File: src/rtl/exe_stage_mc.sv
// exe_stage_mc: MIPS execute stage with forwarding, ALU, branch unit and the EXE/MEM register.
// Define MULDIV_EN to build the iterative mul/divu/remu unit; otherwise ops 9-11 give 0 in one cycle.
module exe_stage_mc #(
  parameter int DATA_W = 32,
  parameter int REG_AW = 5,
  parameter int CMD_W  = 6
) (
  input  logic              clk,
  input  logic              rst,
  input  logic              in_valid,
  input  logic              freeze,
  input  logic [DATA_W-1:0] pc_in,
  input  logic              wb_en_in,
  input  logic [1:0]        mem_cmd_in,
  input  logic [CMD_W-1:0]  exe_cmd_in,
  input  logic [DATA_W-1:0] val1_in,
  input  logic [DATA_W-1:0] val2_in,
  input  logic [DATA_W-1:0] reg2_in,
  input  logic [REG_AW-1:0] src1_in,
  input  logic [REG_AW-1:0] src2_in,
  input  logic [REG_AW-1:0] dst_in,
  input  logic              is_imm_in,
  input  logic [REG_AW-1:0] dst_mem,
  input  logic [REG_AW-1:0] dst_wb,
  input  logic              wb_en_mem,
  input  logic              wb_en_wb,
  input  logic [DATA_W-1:0] res_mem,
  input  logic [DATA_W-1:0] res_wb,
  output logic              stall_out,
  output logic              out_valid,
  output logic [DATA_W-1:0] pc_out,
  output logic              wb_en_out,
  output logic [1:0]        mem_cmd_out,
  output logic [DATA_W-1:0] alu_res_out,
  output logic [DATA_W-1:0] st_val_out,
  output logic [REG_AW-1:0] dst_out,
  output logic              br_taken,
  output logic [DATA_W-1:0] br_addr
);
  localparam int SH_W = $clog2(DATA_W);
  function automatic logic [DATA_W-1:0] fwd(input logic [REG_AW-1:0] src, input logic [DATA_W-1:0] base);
    return (wb_en_mem && dst_mem != '0 && dst_mem == src) ? res_mem :
           (wb_en_wb && dst_wb != '0 && dst_wb == src) ? res_wb : base;
  endfunction
  logic [3:0]        w_op;
  logic [1:0]        w_bt;
  logic [DATA_W-1:0] w_fwd1, w_fwd2, w_fwdr, w_alu, w_br_addr;
  logic [SH_W-1:0]   w_sh;
  logic              w_md_op, w_md_go, w_taken, w_ld;
  assign w_op      = 4'(exe_cmd_in[CMD_W-1:2]);
  assign w_bt      = exe_cmd_in[1:0];
  assign w_fwd1    = fwd(src1_in, val1_in);
  assign w_fwd2    = is_imm_in ? val2_in : fwd(src2_in, val2_in);
  assign w_fwdr    = fwd(src2_in, reg2_in);
  assign w_sh      = w_fwd2[SH_W-1:0];
  assign w_md_op   = w_op == 4'd9 || w_op == 4'd10 || w_op == 4'd11;
  assign w_taken   = !w_md_op && (w_bt == 2'd3 || (w_bt == 2'd1 && w_fwd1 == w_fwdr) ||
                                  (w_bt == 2'd2 && w_fwd1 != w_fwdr));
  assign w_br_addr = pc_in + (val2_in << 2);
  assign w_ld      = in_valid && !w_md_go;
  always_comb begin
    w_alu = '0;
    case (w_op)
      4'd0: w_alu = w_fwd1 + w_fwd2;
      4'd1: w_alu = w_fwd1 - w_fwd2;
      4'd2: w_alu = w_fwd1 & w_fwd2;
      4'd3: w_alu = w_fwd1 | w_fwd2;
      4'd4: w_alu = ~(w_fwd1 | w_fwd2);
      4'd5: w_alu = w_fwd1 ^ w_fwd2;
      4'd6: w_alu = w_fwd1 << w_sh;
      4'd7: w_alu = $unsigned($signed(w_fwd1) >>> w_sh);
      4'd8: w_alu = w_fwd1 >> w_sh;
      default: w_alu = '0;
    endcase
  end
`ifdef MULDIV_EN
  typedef enum logic {IDLE, RUN} state_t;
  state_t            r_state;
  logic [SH_W-1:0]   r_cnt;
  logic [DATA_W-1:0] r_a, r_b, r_acc;
  logic [1:0]        r_md, r_mem_cmd;
  logic              r_wb_en;
  logic [DATA_W-1:0] w_mul_acc, w_div_q, w_div_rem, w_md_res;
  logic [DATA_W:0]   w_dsh, w_dsub;
  // r_b shifts out MSB-first: multiplier bits for mul, dividend bits (becoming quotient) for div
  assign w_mul_acc = {r_acc[DATA_W-2:0], 1'b0} + (r_b[DATA_W-1] ? r_a : '0);
  assign w_dsh     = {r_acc, r_b[DATA_W-1]};
  assign w_dsub    = w_dsh - {1'b0, r_a};
  assign w_div_rem = w_dsub[DATA_W] ? w_dsh[DATA_W-1:0] : w_dsub[DATA_W-1:0];
  assign w_div_q   = {r_b[DATA_W-2:0], ~w_dsub[DATA_W]};
  assign w_md_res  = r_md == 2'd1 ? w_mul_acc : r_md == 2'd2 ? w_div_q : w_div_rem;
  assign w_md_go   = in_valid && w_md_op && r_state == IDLE;
  assign stall_out = (r_state == RUN) | freeze;
`else
  assign w_md_go   = 1'b0;
  assign stall_out = freeze;
`endif
  always_ff @(posedge clk or negedge rst) begin
    if (!rst) begin
      out_valid   <= 1'b0;
      pc_out      <= '0;
      wb_en_out   <= 1'b0;
      mem_cmd_out <= 2'b00;
      alu_res_out <= '0;
      st_val_out  <= '0;
      dst_out     <= '0;
      br_taken    <= 1'b0;
      br_addr     <= '0;
`ifdef MULDIV_EN
      r_state     <= IDLE;
      r_cnt       <= '0;
      r_a         <= '0;
      r_b         <= '0;
      r_acc       <= '0;
      r_md        <= 2'b00;
      r_mem_cmd   <= 2'b00;
      r_wb_en     <= 1'b0;
`endif
    end else if (!freeze) begin
`ifdef MULDIV_EN
      if (r_state == RUN) begin
        r_acc <= r_md == 2'd1 ? w_mul_acc : w_div_rem;
        r_b   <= r_md == 2'd1 ? {r_b[DATA_W-2:0], 1'b0} : w_div_q;
        r_cnt <= r_cnt - 1'b1;
        if (r_cnt == '0) begin
          r_state     <= IDLE;
          out_valid   <= 1'b1;
          wb_en_out   <= r_wb_en;
          mem_cmd_out <= r_mem_cmd;
          alu_res_out <= w_md_res;
        end
      end else begin
        if (w_md_go) begin
          r_state   <= RUN;
          r_cnt     <= SH_W'(DATA_W - 1);
          r_a       <= w_fwd2;
          r_b       <= w_fwd1;
          r_acc     <= '0;
          r_md      <= w_op[1:0];
          r_wb_en   <= wb_en_in;
          r_mem_cmd <= mem_cmd_in;
        end
`endif
        out_valid   <= w_ld;
        pc_out      <= pc_in;
        wb_en_out   <= w_ld && wb_en_in;
        mem_cmd_out <= w_ld ? mem_cmd_in : 2'b00;
        alu_res_out <= w_alu;
        st_val_out  <= w_fwdr;
        dst_out     <= dst_in;
        br_taken    <= in_valid && w_taken;
        br_addr     <= w_br_addr;
`ifdef MULDIV_EN
      end
`endif
    end
  end
endmodule
File: config.mk
export PLATFORM = sky130hd
export DESIGN_NAME = exe_stage_mc
export DESIGN_NICKNAME = d
export VERILOG_FILES = /design/src/rtl/exe_stage_mc.sv
export SDC_FILE = /design/constraint.sdc
export NUM_CORES = 1
export LEC_CHECK = 0
export CAP_MARGIN = 0
export CORE_MARGIN = 4
export CORE_UTILIZATION = 35
export CTS_CLUSTER_SIZE = 8
export DETAILED_ROUTE_END_ITERATION = 10
export DONT_BUFFER_PORTS = 1
export HOLD_SLACK_MARGIN = 0.02
export REMOVE_ABC_BUFFERS = 1
export SYNTH_ARGS = -nofsm -noshare
export SYNTH_HDL_FRONTEND = slang
export SYNTH_SLANG_ARGS = --single-unit
File: constraint.sdc
create_clock -name clk -period 1.7 [get_ports clk]
set_clock_uncertainty 0.15 [all_clocks]
set_input_delay 0.085 -clock clk [delete_from_list [all_inputs] [get_ports clk]]
set_output_delay 0.085 -clock clk [all_outputs]
set_load 0.01 [all_outputs]
==> impl_results.html <==
<table>
<tr><th>Metric</th><th>Value</th></tr>
<tr><th colspan="2">Synth</th></tr>
<tr><td>Mapped cell area</td><td>about 17000 sq um</td></tr>
<tr><td>Cell count after synthesis</td><td>2183</td></tr>
<tr><td>Number of storage elements in the synthesis netlist</td><td>roughly 140</td></tr>
<tr><td>Post-synthesis cell type count</td><td>90</td></tr>
<tr><td>Share of the yosys chip area belonging to registers</td><td>0.198</td></tr>
<tr><td>Prevailing post-synth register cell</td><td>sky130_fd_sc_hd__dfrtp_1</td></tr>
<tr><td>Average instance area after synthesis</td><td>7.89 sq um</td></tr>
<tr><td>Post-synthesis async set-or-reset flop share</td><td>1.00</td></tr>
<tr><td>Count of warnings emitted by yosys</td><td>0</td></tr>
<tr><td>Number of enable flip-flop cells after synthesis</td><td>0</td></tr>
<tr><td>Library cell occupying the most area in the post-synthesis netlist</td><td>sky130_fd_sc_hd__dfrtp_1</td></tr>
<tr><td>Dominant cells by area after synthesis</td><td>sky130_fd_sc_hd__dfrtp_1 20%, sky130_fd_sc_hd__ha_1 9.2%, sky130_fd_sc_hd__mux2i_1 7.5%</td></tr>
<tr><td>Top cell type's share of synthesized area</td><td>0.198</td></tr>
<tr><th colspan="2">Route</th></tr>
<tr><td>Per-cell routed wire length</td><td>around 28 um</td></tr>
<tr><td>Number of remaining DRC errors</td><td>0</td></tr>
<tr><td>Number of optimization iterations in the first detailed-route pass</td><td>7</td></tr>
<tr><td>First-iteration detailed-routing DRC count</td><td>between 2000 and 2500</td></tr>
<tr><td>Via total after detailed routing</td><td>around 22000</td></tr>
<tr><td>Avg Vias per Cell</td><td>roughly 6</td></tr>
<tr><td>Wire length after detailed routing</td><td>99400 um</td></tr>
<tr><td>Antenna viol nets, final</td><td>0</td></tr>
<tr><th colspan="2">Clock network</th></tr>
<tr><td>H-tree levels</td><td>4</td></tr>
<tr><td>CTS buffer count</td><td>17</td></tr>
<tr><td>TritonCTS clock tree</td><td>built</td></tr>
<tr><td>Clock insertion delay at the later pin of the skew report</td><td>0.49 ns</td></tr>
<tr><td>Post-CTS Hold Buffers</td><td>around 110</td></tr>
<tr><td>Sink Count</td><td>136</td></tr>
<tr><td>Maximum buffer depth of the clock tree</td><td>2</td></tr>
<tr><td>CTS root buf</td><td>sky130_fd_sc_hd__clkbuf_16</td></tr>
<tr><td>Clock transition time at the flip-flop clock pins of the worst setup and hold paths</td><td>approximately 0.080 ns</td></tr>
<tr><th colspan="2">Critical path</th></tr>
<tr><td>Data arrival time at the worst-slack endpoint</td><td>5.08 ns</td></tr>
<tr><td>Worst path slowest cell</td><td>sky130_fd_sc_hd__or4_4</td></tr>
<tr><td>Chain of cells forming the critical path</td><td>or4_4 &gt; o211ai_4 &gt; or2_4 &gt; a21oi_4 &gt; o22ai_4 &gt; ha_4 &gt; nand2_4 &gt; nor4_4 &gt; buf_4 &gt; a41oi_2 &gt; xnor2_1 &gt; ha_1 &gt; a21o_1 &gt; a21o_1 &gt; nor3_2 &gt; a21oi_2 &gt; buf_4 &gt; a31o_4 &gt; a311o_1 &gt; a311oi_2 &gt; buf_4 &gt; xnor2_1 &gt; a21oi_1 &gt; a31oi_1</td></tr>
<tr><td>Peak fanout along the critical path</td><td>8</td></tr>
<tr><td>Cell class contributing the biggest share of worst-path delay</td><td>compound AO/OA/AOI/OAI gates</td></tr>
<tr><td>Class of the most critical setup path</td><td>input port to flop</td></tr>
<tr><td>CP required</td><td>1.91 ns</td></tr>
<tr><td>Crit-path max cell delay</td><td>~0.54 ns</td></tr>
<tr><td>Combined buffer and inverter count along the critical path</td><td>3</td></tr>
<tr><td>Kind of start point of the critical path</td><td>input port</td></tr>
<tr><td>Critical path capture point type</td><td>flop</td></tr>
<tr><td>Cell mode on critical path</td><td>sky130_fd_sc_hd__buf_4</td></tr>
<tr><th colspan="2">STA</th></tr>
<tr><td>Part of the cycle the worst path needs</td><td>2.86</td></tr>
<tr><td>Worst setup slack after layout</td><td>-3.17 ns</td></tr>
<tr><td>Setup violations, final</td><td>84</td></tr>
<tr><td>Worst slew margin relative to its limit</td><td>0.437</td></tr>
<tr><td>Worst hold-check slack</td><td>-0.872 ns</td></tr>
<tr><td>Max frequency</td><td>roughly 0.21 GHz</td></tr>
<tr><td>RSZ-0062 raised after global routing</td><td>true</td></tr>
<tr><td>Pins over their slew limit</td><td>0</td></tr>
<tr><td>Worst-margin pin slew</td><td>0.836 ns</td></tr>
<tr><td>Final number of hold-violating endpoints</td><td>210</td></tr>
<tr><td>Time the worst path needs with I/O delays and setup</td><td>4.87 ns</td></tr>
<tr><th colspan="2">Floorplan</th></tr>
<tr><td>X dimension of the die</td><td>about 230 um</td></tr>
<tr><td>Full die area</td><td>52800 sq um</td></tr>
<tr><td>Count of boundary I/O pins</td><td>roughly 370</td></tr>
<tr><td>Die span in y</td><td>around 230 um</td></tr>
<tr><td>Core Rows</td><td>roughly 80</td></tr>
<tr><td>CORE AREA</td><td>just under 50000 sq um</td></tr>
<tr><td>Starting density of the core</td><td>0.353</td></tr>
<tr><th colspan="2">Placed design</th></tr>
<tr><td>Port bufs</td><td>0</td></tr>
<tr><td>Placed Cells</td><td>roughly 3300</td></tr>
<tr><td>Placement-stage cell area</td><td>between 20000 and 25000 sq um</td></tr>
<tr><td>Post-DP HPWL</td><td>about 75000 um</td></tr>
<tr><td>GPL Wtd Cong</td><td>around 1.1</td></tr>
<tr><td>Setup Slack @ Placement</td><td>-4.01 ns</td></tr>
<tr><th colspan="2">GRT</th></tr>
<tr><td>Leftover overflow at the end of global routing</td><td>0</td></tr>
<tr><td>Number of antenna violations at the first check in global routing</td><td>0</td></tr>
<tr><td>Overall routing resource usage</td><td>0.355</td></tr>
<tr><td>Largest net degree at the start of global routing</td><td>around 200</td></tr>
<tr><td>Via count of the first global-routing pass</td><td>about 21000</td></tr>
<tr><td>Wire length of the first global-routing pass</td><td>between 100000 and 150000 um</td></tr>
<tr><th colspan="2">Pwr</th></tr>
<tr><td>Portion of total power attributed to the clock network</td><td>0.244</td></tr>
<tr><td>Leakage dissipation</td><td>approximately 12 nW</td></tr>
<tr><td>Share of power burned in combinational logic</td><td>0.510</td></tr>
<tr><td>Switching pwr</td><td>between 6 and 7 mW</td></tr>
<tr><td>Worst-case vdd ir drop</td><td>around 0.00074 V</td></tr>
<tr><td>Power consumption</td><td>around 17 mW</td></tr>
<tr><td>Switching share of total power</td><td>0.401</td></tr>
<tr><td>Sequential Power Share</td><td>0.246</td></tr>
<tr><td>P per Cell Area</td><td>approximately 650 nW/um^2</td></tr>
<tr><td>Internal power contribution</td><td>between 10 and 15 mW</td></tr>
<tr><th colspan="2">Outcome</th></tr>
<tr><td>Outcome</td><td>finished, violations left</td></tr>
<tr><td>Violations in the final reports</td><td>negative hold slack, negative setup slack</td></tr>
<tr><th colspan="2">Final layout</th></tr>
<tr><td>Fraction of layout cells with a size suffix above 1</td><td>0.387</td></tr>
<tr><td>Area added between synthesis and finish</td><td>53.7%</td></tr>
<tr><td>Most frequent cells in the layout</td><td>631 x sky130_fd_sc_hd__buf_4, 247 x sky130_fd_sc_hd__nand2_1, 187 x sky130_fd_sc_hd__nor2_1</td></tr>
<tr><td>Fin cells</td><td>approximately 3500</td></tr>
<tr><td>Most common cell after layout, fill and taps aside</td><td>sky130_fd_sc_hd__buf_4</td></tr>
<tr><td>Summed area of non-filler cells in the final layout</td><td>about 26000 sq um</td></tr>
<tr><td>Number of filler instances in the final layout</td><td>between 4000 and 5000</td></tr>
<tr><td># nets final</td><td>~3200</td></tr>
<tr><th colspan="2">Job</th></tr>
<tr><td>Max_cap viols</td><td>0</td></tr>
<tr><th colspan="2">Worst hold path</th></tr>
<tr><td>Path category of the worst min-delay check</td><td>input port to asynchronous set/reset pin</td></tr>
</table>
[registers in the layout, summed over array words and instances, names as in the netlist]
register	flops
alu_res_out	32
st_val_out	32
br_taken	1
br_addr	30
wb_en_out	1
dst_out	5
out_valid	1
mem_cmd_out	2
pc_out	32
[kinds of logic after synthesis]
kind of cell | count (synthesis) | synth area share
multiplexers | 240 | 0.151
XOR/XNOR | 131 | 0.0666
adder cells (fa/ha/maj) | 129 | 0.0946
flip-flops | 136 | 0.198
AO/OA/AOI/OAI | 643 | 0.253
AND/OR/NAND/NOR | 666 | 0.173
buffers and inverters | 238 | 0.0639
[Yosys cell counts (all sizes together) (23+ instances only)]
cell type and n:
mux2i 129, o211ai 27, a222oi 23, a31oi 82, o22ai 34, o21ai 135, nor3 51, a21oi 149
buf 76, dfrtp 136, a21o 36, nor2 205, ha 127, inv 92, xor2 45, mux2 105
clkbuf 70, xnor2 86, nand2 258, nand3 34
[worst paths after layout]
kind	slack [ns]	start	endpoint	depth (start not counted)
max	-3.17	dst_mem[1]	alu_res_out[28]	24
min	-0.87	rst	br_addr[20]	0
max reg2reg	-0.25	alu_res_out[8]	alu_res_out[8]	8
min reg2reg	0.42	mem_cmd_out[1]	mem_cmd_out[1]	2
max in group asynchronous	2.05	rst	alu_res_out[24]	0
min in group clk	-0.46	freeze	br_addr[20]	1
[stage by stage]
stage                util  TNS, ns
finish              0.543   -99.26
global route        0.543  -106.78
CTS                 0.521  -105.30
detailed placement  0.456  -154.95
global placement    0.456  -151.41
floorplan               -  -254.09
[routing by layer]
metal	up-vias	GRT usage	part of all wire
li1	9419	-	-
met1	10500	0.452	0.40
met2	1265	0.576	0.45
met3	341	0.0773	0.090
met4	0	0.167	0.059
met5	-	0	0
[area by class of cell]
type	instances	area (sq um)	area share
Clock inverter	14	188	0.00709
Timing Repair Buffer	816	6960	0.263
Sequential cell	136	3400	0.129
Antenna cell	1	2.50	0.0000945
Tap cell	664	831	0.0314
Multi-Input combinational cell	1809	14300	0.541
Inverter	92	350	0.0132
Clock buffer	17	425	0.0161
[power by group through the flow]
stage / registers, mW / clock network, mW / logic, mW
finish: 4.23 / 4.20 / 8.78
global route: 4.25 / 4.37 / 9.27
CTS: 4.22 / 4.27 / 8.09
detailed placement: 4.28 / 0 / 6.94
global placement: 4.27 / 0 / 6.89
floorplan: 4.13 / 0 / 3.59
[what timing repair did]
item | CTS | global route
endpoints found under the hold margin | 272 | 220
cloned | 2 | 1
gates resized for setup | 243 | 188
buffers inserted | 65 | 45
pin swaps | 146 | 131
endpoints found under the setup margin | 85 | 93
No activity file was read; power rests on OpenSTA's default activity.
